## config.mk

```make
export PLATFORM = sky130hd
export DESIGN_NAME = program_memory_arbiter_flat
export DESIGN_NICKNAME = d
export VERILOG_FILES = /design/src/rtl/program_memory_arbiter_if.sv /design/src/rtl/program_memory_arbiter.sv /design/src/flat_wrapper.sv
export SDC_FILE = /design/constraint.sdc
export NUM_CORES = 1
export LEC_CHECK = 0
export CORE_ASPECT_RATIO = 2
export CORE_MARGIN = 2
export CORE_UTILIZATION = 39
export CTS_BUF_LIST = sky130_fd_sc_hd__clkbuf_2 sky130_fd_sc_hd__clkbuf_4 sky130_fd_sc_hd__clkbuf_8
export CTS_CLUSTER_SIZE = 20
export DETAILED_ROUTE_END_ITERATION = 8
export PLACE_DENSITY = 0.81
export SYNTH_ARGS = -nofsm -noshare
export SYNTH_HDL_FRONTEND = slang
export SYNTH_SLANG_ARGS = --single-unit
```

## constraint.sdc

```tcl
create_clock -name clk -period 1.9 [get_ports clk]
set_input_delay 0.19 -clock clk [delete_from_list [all_inputs] [get_ports clk]]
set_output_delay 0.19 -clock clk [all_outputs]
set_load 0.05 [all_outputs]
```

## src/rtl/program_memory_arbiter_if.sv

```systemverilog
// ============================================================================
// Module   : program_memory_arbiter_if
// Purpose  : Request/response bundle for the fetch and debug ports plus the
//            ROM read port of the program memory arbiter.
// Revision : 1.0
// ============================================================================
`default_nettype none

interface program_memory_arbiter_if #(
    parameter int unsigned DATA_WIDTH = 32
);
    logic                  fetch_req;
    logic [DATA_WIDTH-1:0] fetch_addr;
    logic                  fetch_valid;
    logic [DATA_WIDTH-1:0] fetch_data;
    logic                  fetch_error;

    logic                  dbg_req;
    logic [DATA_WIDTH-1:0] dbg_addr;
    logic                  dbg_valid;
    logic [DATA_WIDTH-1:0] dbg_data;
    logic                  dbg_error;

    logic [DATA_WIDTH-1:0] rom_addr;
    logic [DATA_WIDTH-1:0] rom_instruction;

    // Requesters and the ROM model sit on the master side.
    modport master (
        output fetch_req, fetch_addr, dbg_req, dbg_addr, rom_instruction,
        input  fetch_valid, fetch_data, fetch_error,
        input  dbg_valid, dbg_data, dbg_error, rom_addr
    );

    modport slave (
        input  fetch_req, fetch_addr, dbg_req, dbg_addr, rom_instruction,
        output fetch_valid, fetch_data, fetch_error,
        output dbg_valid, dbg_data, dbg_error, rom_addr
    );
endinterface

`default_nettype wire

```

## src/rtl/program_memory_arbiter.sv

```systemverilog
// ============================================================================
// Module   : program_memory_arbiter
// Purpose  : Shares the combinational program-ROM read port between fetch and
//            debug, fetch-priority with a debug starvation guard.
// Revision : 1.0
// ============================================================================
`default_nettype none

module program_memory_arbiter #(
    parameter int unsigned           DATA_WIDTH   = 32,
    parameter int unsigned           MEMORY_DEPTH = 32,
    parameter logic [DATA_WIDTH-1:0] BASE_ADDRESS = 'h40000,
    parameter int unsigned           STARVE_LIMIT = 4
) (
    input  wire logic               clk,
    input  wire logic               reset,
    program_memory_arbiter_if.slave bus
);

    localparam int unsigned           c_CNT_W = $clog2(STARVE_LIMIT + 1);
    localparam logic [c_CNT_W-1:0]    c_LIMIT = c_CNT_W'(STARVE_LIMIT);
    localparam logic [DATA_WIDTH-1:0] c_DEPTH = DATA_WIDTH'(MEMORY_DEPTH);

    typedef enum logic [1:0] {
        S_IDLE  = 2'd0,
        S_FETCH = 2'd1,
        S_DBG   = 2'd2
    } state_t;

    state_t                  state_q,       state_d;
    logic [c_CNT_W-1:0]      starve_cnt_q,  starve_cnt_d;
    logic [DATA_WIDTH-1:0]   last_addr_q,   last_addr_d;
    logic [DATA_WIDTH-1:0]   fetch_data_q,  fetch_data_d;
    logic                    fetch_error_q, fetch_error_d;
    logic [DATA_WIDTH-1:0]   dbg_data_q,    dbg_data_d;
    logic                    dbg_error_q,   dbg_error_d;

    logic                    w_grant_fetch;
    logic                    w_grant_dbg;
    logic [DATA_WIDTH-1:0]   w_sel_addr;
    logic [DATA_WIDTH-1:0]   w_offset;
    logic                    w_sel_error;
    logic [DATA_WIDTH-1:0]   w_sel_data;

    always_comb begin
        w_grant_dbg   = bus.dbg_req && (!bus.fetch_req || (starve_cnt_q == c_LIMIT));
        w_grant_fetch = bus.fetch_req && !w_grant_dbg;

        if (w_grant_dbg) begin
            w_sel_addr = bus.dbg_addr;
        end else if (w_grant_fetch) begin
            w_sel_addr = bus.fetch_addr;
        end else begin
            w_sel_addr = last_addr_q;
        end

        // Below-base addresses wrap to huge offsets; the explicit < test catches them.
        w_offset    = w_sel_addr - BASE_ADDRESS;
        w_sel_error = (w_sel_addr[1:0] != 2'b00)
                   || (w_sel_addr < BASE_ADDRESS)
                   || ((w_offset >> 2) >= c_DEPTH);
        w_sel_data  = w_sel_error ? '0 : bus.rom_instruction;
    end

    always_comb begin
        state_d       = S_IDLE;
        starve_cnt_d  = starve_cnt_q;
        last_addr_d   = last_addr_q;
        fetch_data_d  = fetch_data_q;
        fetch_error_d = fetch_error_q;
        dbg_data_d    = dbg_data_q;
        dbg_error_d   = dbg_error_q;

        if (w_grant_dbg) begin
            state_d     = S_DBG;
            last_addr_d = w_sel_addr;
            dbg_data_d  = w_sel_data;
            dbg_error_d = w_sel_error;
        end else if (w_grant_fetch) begin
            state_d       = S_FETCH;
            last_addr_d   = w_sel_addr;
            fetch_data_d  = w_sel_data;
            fetch_error_d = w_sel_error;
        end

        if (!bus.dbg_req || w_grant_dbg) begin
            starve_cnt_d = '0;
        end else if (w_grant_fetch && (starve_cnt_q != c_LIMIT)) begin
            starve_cnt_d = starve_cnt_q + c_CNT_W'(1);
        end
    end

    always_ff @(posedge clk or negedge reset) begin
        if (!reset) begin
            state_q       <= S_IDLE;
            starve_cnt_q  <= '0;
            last_addr_q   <= BASE_ADDRESS;
            fetch_data_q  <= '0;
            fetch_error_q <= 1'b0;
            dbg_data_q    <= '0;
            dbg_error_q   <= 1'b0;
        end else begin
            state_q       <= state_d;
            starve_cnt_q  <= starve_cnt_d;
            last_addr_q   <= last_addr_d;
            fetch_data_q  <= fetch_data_d;
            fetch_error_q <= fetch_error_d;
            dbg_data_q    <= dbg_data_d;
            dbg_error_q   <= dbg_error_d;
        end
    end

    // The owner recorded at the last edge decides which port pulses valid now.
    assign bus.fetch_valid = (state_q == S_FETCH);
    assign bus.dbg_valid   = (state_q == S_DBG);
    assign bus.fetch_data  = fetch_data_q;
    assign bus.fetch_error = fetch_error_q;
    assign bus.dbg_data    = dbg_data_q;
    assign bus.dbg_error   = dbg_error_q;
    assign bus.rom_addr    = w_sel_addr;

endmodule

`default_nettype wire

```

## src/flat_wrapper.sv

```systemverilog
// flat-port wrapper written by rule: the top's interface ports become plain ports
module program_memory_arbiter_flat 
#(
    parameter int unsigned           DATA_WIDTH   = 32,
    parameter int unsigned           MEMORY_DEPTH = 32,
    parameter logic [DATA_WIDTH-1:0] BASE_ADDRESS = 'h40000,
    parameter int unsigned           STARVE_LIMIT = 4
)
  (clk, reset, bus_fetch_req, bus_fetch_addr, bus_dbg_req, bus_dbg_addr, bus_rom_instruction, bus_fetch_valid, bus_fetch_data, bus_fetch_error, bus_dbg_valid, bus_dbg_data, bus_dbg_error, bus_rom_addr);
  program_memory_arbiter_if #(.DATA_WIDTH(DATA_WIDTH)) bus_i ();
  input  wire logic clk;
  input  wire logic reset;
  input wire logic [$bits(bus_i.fetch_req)-1:0] bus_fetch_req;
  input wire logic [$bits(bus_i.fetch_addr)-1:0] bus_fetch_addr;
  input wire logic [$bits(bus_i.dbg_req)-1:0] bus_dbg_req;
  input wire logic [$bits(bus_i.dbg_addr)-1:0] bus_dbg_addr;
  input wire logic [$bits(bus_i.rom_instruction)-1:0] bus_rom_instruction;
  output wire logic [$bits(bus_i.fetch_valid)-1:0] bus_fetch_valid;
  output wire logic [$bits(bus_i.fetch_data)-1:0] bus_fetch_data;
  output wire logic [$bits(bus_i.fetch_error)-1:0] bus_fetch_error;
  output wire logic [$bits(bus_i.dbg_valid)-1:0] bus_dbg_valid;
  output wire logic [$bits(bus_i.dbg_data)-1:0] bus_dbg_data;
  output wire logic [$bits(bus_i.dbg_error)-1:0] bus_dbg_error;
  output wire logic [$bits(bus_i.rom_addr)-1:0] bus_rom_addr;
  assign bus_i.fetch_req = bus_fetch_req;
  assign bus_i.fetch_addr = bus_fetch_addr;
  assign bus_i.dbg_req = bus_dbg_req;
  assign bus_i.dbg_addr = bus_dbg_addr;
  assign bus_i.rom_instruction = bus_rom_instruction;
  assign bus_fetch_valid = bus_i.fetch_valid;
  assign bus_fetch_data = bus_i.fetch_data;
  assign bus_fetch_error = bus_i.fetch_error;
  assign bus_dbg_valid = bus_i.dbg_valid;
  assign bus_dbg_data = bus_i.dbg_data;
  assign bus_dbg_error = bus_i.dbg_error;
  assign bus_rom_addr = bus_i.rom_addr;
  program_memory_arbiter #(.DATA_WIDTH(DATA_WIDTH), .MEMORY_DEPTH(MEMORY_DEPTH), .BASE_ADDRESS(BASE_ADDRESS), .STARVE_LIMIT(STARVE_LIMIT)) u_core (.clk(clk), .reset(reset), .bus(bus_i));
endmodule
```

==> results.md <==
- Drt first pass iters: 5
- Hold path cells: 3
- Share of the synthesized area in the top cell type: 58.0%
- P_sw: 1.71 mW
- Clock skew: 0.0173 ns
- P per Cell Area: 616 nW/µm²
- Kind of critical path: reg -> out
- Slew @ Worst Pin: 0.608 ns
- Metal-1 WL: 5760 µm
- Final Hold Fails: 0
- Global-route wire length before repair: 27500 µm
- Clk buf depth: 2
- Worst hold-check path type: in -> reg
- Top achievable clock speed: 0.434 GHz
- # diodes: 0
- Share of cells above drive strength 1: 32.6%
- Vias in the first global route: 5025
- Crit path arrival time: 2.12 ns
- Worst path bufs/invs: 7
- H-tree levels: 3
- Critical Path, Cell by Cell: inv_2, ha_4, nand2_4, a21bo_4, buf_6, inv_8, buf_6, buf_12, buf_8, o21ai_4, buf_12
- Final Cycle Share: 121%
- CP Launch Type: flip-flop
- Post-Syn Area: 4400 µm²
- Tmin final: 2.31 ns
- Core Box Area: 10900 µm²
- Clk slew on worst S/H paths: 0.10 ns
- Worst slew margin: 59.5%
- Violated checks: setup timing
- Area of the multi-input gates: 2170 µm²
- Crit-path max cell delay: 0.41 ns
- # nets final: 751
- Num CTS Buffers: 9
- CTS tree: yes
- Layout area overhead: 95.3%
- Vias: 4494
- Max Cap Violations: 0
- Final setup viols: 98
- Dpl ws: -0.505 ns
- Placed cell area: 7580 µm²
- Leading area contributor after synthesis: dfrtp_1
- DR iter-0 viols: 215
- Avg Cell Area, Syn: 11.7 µm²
- Fin. max-slew vios: 0
- Fill cells: 646
- Initial antenna violation count: 0
- R2R depth: 12
- Peak VDD IR: 0.000530 V
- Fin Setup TNS: -33.48 ns
- Unrepaired setup endpoints after global routing: true
- Synthesized Nets: 477
- Die area: 12200 µm²
- Design Area, Final: 8600 µm²
- Sequential share of power: 43.9%
- Status: finished, violations left
- Wire length per cell: 22.5 µm
- Critical path depth: 11
- DR top layer: met4
- Vias per std cell: 5.67
- Register area: 2580 µm²
- Number of library cell types mapped by synthesis: 32
- P_leak: 3.78 nW
- Num rows: 54
- Dpl hpwl: 11800 µm
- Sink Count: 103
- Endpoint class of the critical path: output pin
- Sequential fraction of the synthesis area: 58.6%
- Worst path required time: 1.71 ns
- Skew-Pair Late Insertion Delay: 0.38 ns
- Pin count of the biggest net entering global routing: 52
- Gate power share: 31.6%
- Post-Route WL: 17800 µm
- Grt ovf: 0
- Gpl congestion: 0.917
- Synth warn: 0
- Post-synthesis cell count: 375
- CTS root buf: clkbuf_8
- Initial core utilization: 40.2%
- WL met3: 902 µm
- Final worst slack: -0.405 ns
- Crit Path Max Fanout: 6
- Switch share: 32.3%
- Die height: 154 µm
- Wire length on met2: 10300 µm
- Die Wd: 79.1 µm
- Int Power: 3.59 mW
- Synth area leaders: dfrtp_1, a22o_1, mux2i_1
- Synth Register Bits: 103
- Slowest cell on crit path: dfrtp_1
- PortBufs: 199
- Delay-heaviest family, CP: buffers and inverters
- Tot GR Track Use: 29.8%
- Clk pwr share: 24.5%
- Io pins: 200
- DRT antenna net count: 0
- Residual DRC: 0
path summary, 6_finish.rpt:
| path | start | end | slack (ns) |
|---|---|---|---|
| worst max-delay path | u_core.starve_cnt_q[1] | bus_rom_addr[20] | -0.41 |
| worst min-delay path | bus_fetch_req | u_core.starve_cnt_q[0] | 0.18 |
| worst max register to register | u_core.starve_cnt_q[1] | u_core.bus.fetch_data[16] | -0.36 |
| worst min register to register | u_core.bus.dbg_data[0] | u_core.bus.dbg_data[0] | 0.51 |
| max in group asynchronous | reset | u_core.bus.fetch_data[9] | 0.84 |
| min in group asynchronous | reset | u_core.last_addr_q[4] | 0.34 |
cell type report:
| cell class | instances | share of cell area (%) |
|---|---|---|
| Multi-Input combinational cell | 241 | 25.3 |
| Timing Repair Buffer | 290 | 40.3 |
| Sequential cell | 103 | 30.0 |
| Tap cell | 140 | 2.04 |
| Clock inverter | 6 | 0.640 |
| Inverter | 4 | 0.262 |
| Clock buffer | 9 | 1.44 |
tightest hold or removal path, cell delays in order:
cell     delay (ns)
buf_2          0.17
nand2_1        0.11
nor3b_1        0.05
cells in the mapped netlist (all sizes together):
cell type / number
dfrtp: 102
a22o: 64
o21ai: 64
nand2: 35
mux2i: 33
clkbuf: 18
nor4: 14
buf: 9
nor2: 8
inv: 3
nand3: 3
nor3: 3
and4: 2
ha: 2
nand4: 2
nor2b: 2
a2111oi: 1
a21bo: 1
a21oi: 1
and4b: 1
clkinv: 1
dfstp: 1
nor3b: 1
nor4b: 1
nor4bb: 1
o22a: 1
or4: 1
power by group through the flow:
stage | combinational, mW | clock, mW | sequential [mW]
floorplan | 0.692 | 0 | 2.35
global placement | 1.48 | 0 | 2.36
detailed placement | 1.51 | 0 | 2.36
CTS | 1.63 | 1.31 | 2.32
global route | 1.74 | 1.41 | 2.33
finish | 1.67 | 1.30 | 2.33
per-stage QoR:
| stage | hold slack [ns] | instances | util [%] | total power, mW |
|---|---|---|---|---|
| 2_1_floorplan | -0.106 | 375 | - | 3.04 |
| 3_3_place_gp | 0.207 | 739 | 69.2 | 3.83 |
| 3_5_place_dp | 0.223 | 739 | 69.2 | 3.87 |
| 4_1_cts | 0.168 | 789 | 77.7 | 5.27 |
| 5_1_grt | 0.220 | 793 | 78.6 | 5.48 |
| 6_report | 0.180 | 793 | 78.6 | 5.30 |
placed cells by master, fill, tap and decap left out, types with 2 or more instances in the layout:
| master | n |
|---|---|
| clkdlybuf4s50_1 | 163 |
| dfrtp_1 | 102 |
| a22o_1 | 64 |
| buf_4 | 47 |
| buf_12 | 40 |
| mux2i_1 | 33 |
| o21ai_4 | 32 |
| o21ai_0 | 30 |
| nand2_2 | 25 |
| buf_6 | 16 |
| nor4_1 | 14 |
| buf_16 | 13 |
| clkbuf_8 | 9 |
| nand2_4 | 8 |
| nor2_1 | 8 |
| buf_8 | 7 |
| inv_8 | 3 |
| nand3_1 | 3 |
| inv_2 | 2 |
| nand2_1 | 2 |
| nor2b_1 | 2 |
| o21ai_1 | 2 |
| and4_1 | 2 |
| nand4_1 | 2 |
| nor3_1 | 2 |
| clkinvlp_4 | 2 |
| clkinv_4 | 2 |
| dlymetal6s2s_1 | 2 |
timing repair:
| action | 4_1_cts | 5_1_grt |
|---|---|---|
| gates resized for setup | 78 | 20 |
| buffers inserted | 24 | 4 |
| cloned | 13 | 0 |
| hold buffers | 1 | 0 |
| pin swaps | 4 | 3 |
| hold endpoints to repair | 39 | 0 |
| setup endpoints to repair | 85 | 107 |
cell families (layout without fill, tap and decap cells):
group           count (synthesis)  after routing  synth area share [%]
flops                         103            103                  58.6
buf+inv                        31            309                  3.50
compound gates                132            132                  21.4
mux                            33             33                  7.50
simple gates                   74             74                  8.47
fa+ha+maj                       2              2                 0.568
flip-flops by register name (all words and copies together) (netlist names):
signal / count
u_core.bus.dbg_data: 32
u_core.bus.dbg_error: 1
u_core.bus.fetch_data: 32
u_core.bus.fetch_error: 1
u_core.last_addr_q: 32
u_core.starve_cnt_q: 3
u_core.state_q: 2
metal layers:
layer	vias up	global-route usage, %
met1	2260	29.5
li1	1961	-
met2	216	56.3
met3	57	6.30
met5	-	0
met4	0	15.6
Power figures use the tool's default switching activity.
